File: src/rtl/unpack_16to12_pkg.sv
// Shared stream definitions for the 16-bit packed pixel channel:
// word types, header layout, frame-tracking states and the FIFO entry format.
package unpack_16to12_pkg;

  localparam int DTYPE_WIDTH = 4;

  localparam logic [DTYPE_WIDTH-1:0] DTYPE_FRAME_START  = 4'h1;
  localparam logic [DTYPE_WIDTH-1:0] DTYPE_FRAME_END    = 4'h2;
  localparam logic [DTYPE_WIDTH-1:0] DTYPE_HEADER_START = 4'h3;
  localparam logic [DTYPE_WIDTH-1:0] DTYPE_HEADER_END   = 4'h4;
  localparam logic [DTYPE_WIDTH-1:0] DTYPE_HEADER       = 4'h5;
  localparam logic [DTYPE_WIDTH-1:0] DTYPE_LINE_END     = 4'h6;
  localparam logic [DTYPE_WIDTH-1:0] DTYPE_PIXEL        = 4'h8;
  localparam logic [DTYPE_WIDTH-1:0] DTYPE_PIXEL_MASK   = 4'h8;

  // Header word address that carries the image type field.
  localparam int               HDR_ADDR_WIDTH  = 8;
  localparam logic [HDR_ADDR_WIDTH-1:0] IMAGE_TYPE_ADDR = 8'd2;

  // Image type the packer writes into headers of packed frames.
  localparam logic [4:0] PACKED_IMAGE_TYPE = 5'h10;

  typedef enum logic [1:0] {
    ST_IDLE   = 2'd0,
    ST_HEADER = 2'd1,
    ST_FRAME  = 2'd2
  } frame_state_e;

  // Position within the 3-word / 4-pixel packing group.
  typedef enum logic [1:0] {
    PH0 = 2'd0,
    PH1 = 2'd1,
    PH2 = 2'd2
  } phase_e;

  typedef struct packed {
    logic [DTYPE_WIDTH-1:0] dtype;
    logic [15:0]            data;
  } fifo_entry_t;

  function automatic logic is_pixel(input logic [DTYPE_WIDTH-1:0] dt);
    return |(dt & DTYPE_PIXEL_MASK);
  endfunction

endpackage

File: src/rtl/unpack_16to12_fifo.sv
// Elastic FIFO accepting up to two entries and releasing one entry per cycle.
// The caller never writes more than free_cnt + rd entries and only reads
// when not empty; a read frees its slot for writes in the same cycle.
module unpack_fifo
  import unpack_16to12_pkg::*;
#(
  parameter int DEPTH = 8
) (
  input  logic                       clk,
  input  logic                       resetb,
  input  logic [1:0]                 wr_cnt,
  input  fifo_entry_t                wr_data0,
  input  fifo_entry_t                wr_data1,
  input  logic                       rd,
  output fifo_entry_t                rd_data,
  output logic                       empty,
  output logic [$clog2(DEPTH):0]     free_cnt
);

  localparam int AW = $clog2(DEPTH);
  localparam int CW = AW + 1;

  fifo_entry_t     r_mem [DEPTH];
  logic [AW-1:0]   r_wr_ptr;
  logic [AW-1:0]   r_rd_ptr;
  logic [CW-1:0]   r_count;
  logic [AW-1:0]   w_wr_ptr1;

  assign w_wr_ptr1 = r_wr_ptr + 1'b1;

  // Storage: first entry at the write pointer, second one slot beyond it.
  // NOTE: the storage array has no reset; validity is tracked by the pointers
  // and count alone, so the array maps onto plain RAM/flops without reset.
  always_ff @(posedge clk) begin
    if (wr_cnt != 2'd0) r_mem[r_wr_ptr]  <= wr_data0;
    if (wr_cnt == 2'd2) r_mem[w_wr_ptr1] <= wr_data1;
  end

  // Pointer and occupancy bookkeeping.
  // NOTE: state registers use non-blocking assignments so every flop samples
  // pre-edge values, regardless of block ordering.
  always_ff @(posedge clk) begin
    if (!resetb) begin
      r_wr_ptr <= '0;
      r_rd_ptr <= '0;
      r_count  <= '0;
    end else begin
      r_wr_ptr <= r_wr_ptr + AW'(wr_cnt);
      r_rd_ptr <= r_rd_ptr + AW'(rd);
      r_count  <= r_count + CW'(wr_cnt) - CW'(rd);
    end
  end

  assign rd_data  = r_mem[r_rd_ptr];
  assign empty    = (r_count == '0);
  assign free_cnt = CW'(DEPTH) - r_count;

endmodule

File: src/rtl/unpack_16to12.sv
// Receive-side unpacker: turns 3 packed 16-bit words back into 4 12-bit
// pixels, restores the header image type, and smooths the burstier output
// through an elastic FIFO into a registered output stage.
module unpack_16to12
  import unpack_16to12_pkg::*;
#(
  parameter logic [4:0] UNPACKED_TYPE = 5'h0C,
  parameter int         FIFO_DEPTH    = 8
) (
  input  logic                   clk,
  input  logic                   resetb,
  input  logic                   enable,
  input  logic                   dvi,
  input  logic [DTYPE_WIDTH-1:0] dtypei,
  input  logic [15:0]            datai,
  output logic                   dvo,
  output logic [DTYPE_WIDTH-1:0] dtypeo,
  output logic [15:0]            datao,
  output logic [15:0]            frame_count,
  output logic                   overflow
);

  localparam int CW = $clog2(FIFO_DEPTH) + 1;

  frame_state_e              r_state, w_state_next;
  logic                      r_enable_s;
  logic [HDR_ADDR_WIDTH-1:0] r_hdr_addr;
  logic                      r_packed_hdr;
  logic                      r_unpack_en;
  phase_e                    r_phase, w_phase_next;
  logic [7:0]                r_hold, w_hold_next;
  logic [15:0]               r_frame_count;
  logic                      r_overflow;
  logic                      r_dvo;
  logic [DTYPE_WIDTH-1:0]    r_dtypeo;
  logic [15:0]               r_datao;

  logic                      w_fs, w_fe;
  logic                      w_type_hit;
  logic                      w_unpack_word;
  logic [1:0]                w_req_cnt;
  fifo_entry_t               w_entry0, w_entry1;
  fifo_entry_t               w_rd_data;
  logic                      w_empty, w_rd;
  logic [CW-1:0]             w_free_cnt, w_room;
  logic                      w_drop;
  logic [1:0]                w_wr_cnt;

  assign w_fs = dvi && (dtypei == DTYPE_FRAME_START);
  assign w_fe = dvi && (dtypei == DTYPE_FRAME_END);

  assign w_type_hit = dvi && (r_state == ST_HEADER) && (dtypei == DTYPE_HEADER) &&
                      (r_hdr_addr == IMAGE_TYPE_ADDR) &&
                      (datai[4:0] == PACKED_IMAGE_TYPE) && r_enable_s;

  assign w_unpack_word = dvi && (r_state == ST_FRAME) && r_unpack_en && is_pixel(dtypei);

  // Frame tracking state register.
  always_ff @(posedge clk) begin
    if (!resetb) r_state <= ST_IDLE;
    else         r_state <= w_state_next;
  end

  // Frame tracking next state, driven purely by delimiter word types.
  always_comb begin
    w_state_next = r_state;
    if (dvi) begin
      if (dtypei == DTYPE_HEADER_START)      w_state_next = ST_HEADER;
      else if (dtypei == DTYPE_FRAME_START)  w_state_next = ST_FRAME;
      else if (dtypei == DTYPE_HEADER_END ||
               dtypei == DTYPE_FRAME_END)    w_state_next = ST_IDLE;
    end
  end

  // Enable synchronizer, header address/type tracking and per-frame decision.
  always_ff @(posedge clk) begin
    if (!resetb) begin
      r_enable_s    <= 1'b0;
      r_hdr_addr    <= '0;
      r_packed_hdr  <= 1'b0;
      r_unpack_en   <= 1'b0;
      r_frame_count <= '0;
    end else begin
      r_enable_s <= enable;
      if (r_state != ST_HEADER)                      r_hdr_addr <= '0;
      else if (dvi && dtypei == DTYPE_HEADER)        r_hdr_addr <= r_hdr_addr + 1'b1;
      if (w_fs) begin
        r_unpack_en   <= r_enable_s && r_packed_hdr;
        r_packed_hdr  <= 1'b0;
        r_frame_count <= r_frame_count + 16'd1;
      end else if (w_type_hit) begin
        r_packed_hdr  <= 1'b1;
      end
    end
  end

  // Word decode: header rewrite, 3-to-4 unpacking, or plain passthrough.
  // NOTE: every signal assigned here gets a default first so no path leaves
  // it unassigned, which would otherwise infer a latch.
  always_comb begin
    w_req_cnt    = 2'd0;
    w_entry0     = '{dtype: dtypei, data: datai};
    w_entry1     = '{dtype: dtypei, data: 16'h0000};
    w_phase_next = r_phase;
    w_hold_next  = r_hold;
    if (dvi) begin
      w_req_cnt = 2'd1;
      if (w_type_hit)
        w_entry0.data = (datai & 16'hFFE0) | {11'd0, UNPACKED_TYPE};
      if (w_unpack_word) begin
        unique case (r_phase)
          PH0: begin
            w_entry0.data = {4'h0, datai[15:4]};
            w_hold_next   = {r_hold[7:4], datai[3:0]};
            w_phase_next  = PH1;
          end
          PH1: begin
            w_entry0.data = {4'h0, datai[15:8], r_hold[3:0]};
            w_hold_next   = datai[7:0];
            w_phase_next  = PH2;
          end
          PH2: begin
            w_entry0.data = {4'h0, datai[15:12], r_hold[7:0]};
            w_entry1.data = {4'h0, datai[11:0]};
            w_req_cnt     = 2'd2;
            w_phase_next  = PH0;
          end
          default: w_phase_next = PH0;
        endcase
      end
      // A new frame or a frame end discards any partially assembled pixel.
      if (w_fs || w_fe) begin
        w_phase_next = PH0;
        w_hold_next  = 8'h00;
      end
    end
  end

  // Packing phase and held partial-pixel bits.
  always_ff @(posedge clk) begin
    if (!resetb) begin
      r_phase <= PH0;
      r_hold  <= 8'h00;
    end else begin
      r_phase <= w_phase_next;
      r_hold  <= w_hold_next;
    end
  end

  // A read frees a slot before this cycle's writes claim space.
  assign w_rd     = !w_empty;
  assign w_room   = w_free_cnt + CW'(w_rd);
  assign w_drop   = CW'(w_req_cnt) > w_room;
  assign w_wr_cnt = w_drop ? w_room[1:0] : w_req_cnt;

  unpack_fifo #(.DEPTH(FIFO_DEPTH)) u_fifo (
    .clk      (clk),
    .resetb   (resetb),
    .wr_cnt   (w_wr_cnt),
    .wr_data0 (w_entry0),
    .wr_data1 (w_entry1),
    .rd       (w_rd),
    .rd_data  (w_rd_data),
    .empty    (w_empty),
    .free_cnt (w_free_cnt)
  );

  // Sticky overflow flag, cleared only by reset.
  always_ff @(posedge clk) begin
    if (!resetb)     r_overflow <= 1'b0;
    else if (w_drop) r_overflow <= 1'b1;
  end

  // Output register: one FIFO entry per cycle; data holds while idle.
  always_ff @(posedge clk) begin
    if (!resetb) begin
      r_dvo    <= 1'b0;
      r_dtypeo <= '0;
      r_datao  <= '0;
    end else begin
      r_dvo <= w_rd;
      if (w_rd) begin
        r_dtypeo <= w_rd_data.dtype;
        r_datao  <= w_rd_data.data;
      end
    end
  end

  assign dvo         = r_dvo;
  assign dtypeo      = r_dtypeo;
  assign datao       = r_datao;
  assign frame_count = r_frame_count;
  assign overflow    = r_overflow;

endmodule
File: config.mk
export PLATFORM = sky130hd
export DESIGN_NAME = unpack_16to12
export DESIGN_NICKNAME = d
export VERILOG_FILES = /design/src/rtl/unpack_16to12_pkg.sv /design/src/rtl/unpack_16to12_fifo.sv /design/src/rtl/unpack_16to12.sv
export SDC_FILE = /design/constraint.sdc
export NUM_CORES = 1
export LEC_CHECK = 0
export CORE_ASPECT_RATIO = 1.5
export CORE_MARGIN = 2
export CORE_UTILIZATION = 30
export DETAILED_ROUTE_END_ITERATION = 7
export SLEW_MARGIN = 20
export SYNTH_ARGS = -nofsm -noshare
export SYNTH_HDL_FRONTEND = slang
export SYNTH_SLANG_ARGS = --single-unit
File: constraint.sdc
create_clock -name clk -period 9.4 [get_ports clk]
set_clock_uncertainty 0.1 [all_clocks]
set_input_delay 1.88 -clock clk [delete_from_list [all_inputs] [get_ports clk]]
set_output_delay 1.88 -clock clk [all_outputs]
set_load 0.05 [all_outputs]
==> metrics.yaml <==
drt_iter0_markers: 685
gr-usage-all-layers_pct: 15.46
area_growth_pct: 14.18
gr-total-overflow: 0
ys_seq_elements: 231
synth_edf_count: 128
std_cell_rows: 87
power_density_nw_per_um2: 275.3
io_pins: 62
synth-seq-area-share_pct: 52.32
ant_nets: 0
port_buffers: 61
post_cts_buffers: 0
synth_top_area_cell: "edfxtp_1"
worst_pin_slew_ns: 1.159
synth_fp_nets: 948
final_max_slew_viol_count: 0
path_clk_slew_ns: 0.06
syn_inst: 905
fill_cells: 3603
cts_hold_buf: 0
cp.required_ns: 9.41
setup-violations-final: 0
cp-start-kind: "input port"
syn_avg_cell_area_um2: 12.47
setup_tns_ns: 0
period_minus_slack_ns: 6.619
die_x_um: 162.4
tritoncts: "yes"
ys_warn_count: 0
clock.fmax_ghz: 0.1511
crit_type: "input port to flop"
grt_max_degree: 45
first_global_vias: 7540
drc: 0
multi_input_area_um2: 4840
synth_ff_type: "edfxtp_1"
layout-drive-gt1-share_pct: 12.10
initial_core_util_pct: 30.23
dieHeight_um: 241.6
grt_pass1_wl_um: 46400
synth.distinct_cells: 58
antenna_found_initial: 0
yosys.cell_count.top_type: "edfxtp_1"
diodes: 0
wl_per_cell_um: 21.40
clock_latency_ns: 0.53
crit_arrival_ns: 6.63
synth_top_area_share_pct: 34.05
gp_congestion: 0.8450
leakagePower_nw: 4.643
hold_class: "flop to flop"
post-route-period-util_pct: 70.42
post_cts_resized: 0
firstDrtPassIters: 5
maxSlewHeadroom_pct: 22.75
routed_wl_um: 30630
synth_area_leaders: "edfxtp_1, dfxtp_1, mux4_2"
ctsRootBufferMaster: "clkbuf_16"
cts.sinks: 231
whs_ns: 0.3686
setup_slack_ns: 2.781
synth_commonest_cells: "edfxtp_1, dfxtp_1, o22ai_1"
crit_path_max_fanout: 25
finalPower_w: 0.003548
dpl.hpwl_um: 22420
fin_nets: 968
status: "finished clean"
vias_per_cell: 5.222
hold_viol: 0
h-tree-depth: 1
vias: 7473
numCtsBuffers: 23
cts.path.max_buffers: 3
post-route-util_pct: 34.52
vdd_drop_max_mv: 0.1297
async_flop_share_pct: 0
rsz0062_at_grt: "false"
cap_violations: 0
cp-end-kind: "flop"
coreArea_um2: 37340
netlist_area_um2: 11290
pre_cts_ws_ns: 2.268
die-area_um2: 39220
register_area_um2: 5908
## area by class of cell
cell class	instances	area share, %
clock buffers	32	5.136
clock inverters	10	0.7476
inverters	25	0.7282
multi-input cells	575	37.55
flip-flops and latches	231	45.84
well taps	489	4.748
repair buffers	69	5.243
## flip-flops by register name, summed over array words and instances, names as in the netlist
signal and cells:
u_fifo.r_mem 160, datao 16, frame_count 16, r_hdr_addr 8, r_hold 8, dtypeo 4
u_fifo.r_count 4, u_fifo.r_rd_ptr 3, u_fifo.r_wr_ptr 3, r_phase 2, r_state 2, dvo 1
overflow 1, r_enable_s 1, r_packed_hdr 1, r_unpack_en 1
## metrics by stage
stage | instances | instance area [um^2]
2_1_floorplan | 905 | 11290
3_3_place_gp | 1387 | 12100
3_5_place_dp | 1387 | 12100
4_1_cts | 1429 | 12850
5_1_grt | 1431 | 12890
6_report | 1431 | 12890
## cell usage in the layout, fill, tap and decap left out, drive strengths merged, types with 3 or more instances in the layout
cell	count
ha	17
clkdlybuf4s50	60
or2	8
or3	6
nor4	9
inv	28
o211a	20
nand2	64
mux2i	71
dfxtp	103
a22oi	3
nand4	9
a21oi	15
o21ai	39
edfxtp	128
and2	26
xnor2	9
o221ai	3
mux4	40
a32oi	3
nor3	7
nand3	9
nor2	27
clkbuf	32
o22ai	99
xor2	20
o2111ai	8
nand3b	3
clkinv	5
nor2b	9
a21boi	29
buf	9
## per-layer routing
layer  wire, um  up-vias  GRT usage (%)  part of all wire, %
met1      11200     3670          17.11                   37
met2      16380      240          28.47                   53
met5          0        -              0                    0
met4       1506        0          8.173                  4.9
li1           -     3503              -                    -
met3       1546       60          1.973                  5.0
## worst paths after layout
check	start	to	slack (ns)	cells past startpoint
max	dtypei[3]	u_fifo.r_mem[5][6]$_DFFE_PP_	2.78	10
min reg2reg	overflow$_SDFFE_PN0N_	overflow$_SDFFE_PN0N_	0.37	2
min	overflow$_SDFFE_PN0N_	overflow$_SDFFE_PN0N_	0.37	2
max reg2reg	r_phase[1]$_SDFFE_PN0P_	u_fifo.r_mem[5][6]$_DFFE_PP_	4.24	9
## logic make-up (layout without fill, tap and decap cells)
kind of cell | after synthesis | count (layout) | synth area share (%)
DFF | 231 | 231 | 52.32
xor gates and xnor gates | 29 | 29 | 2.250
muxes | 112 | 112 | 14.55
buffers and inverters | 99 | 136 | 4.889
adders and majority gates | 19 | 19 | 2.239
and+or+nand+nor | 188 | 188 | 8.868
AOI/OAI and AO/OA | 227 | 227 | 14.88
## worst max-delay path, cell delays in order
cell	delay (ns)
clkdlybuf4s50_1	0.77
nand2_2	0.27
nor4_4	0.66
ha_1	0.37
nor2b_1	0.14
o211ai_2	0.32
mux2i_2	0.66
buf_4	0.36
or2_1	0.56
nand2_1	0.60
## where the power goes
part	switching, W	internal, W	total [W]
clock	0.000400	0.000526	0.000926
combinational	0.000729	0.000501	0.00123
sequential	0.000109	0.00128	0.00139
Note: power is estimated with default switching activity, not from simulation.
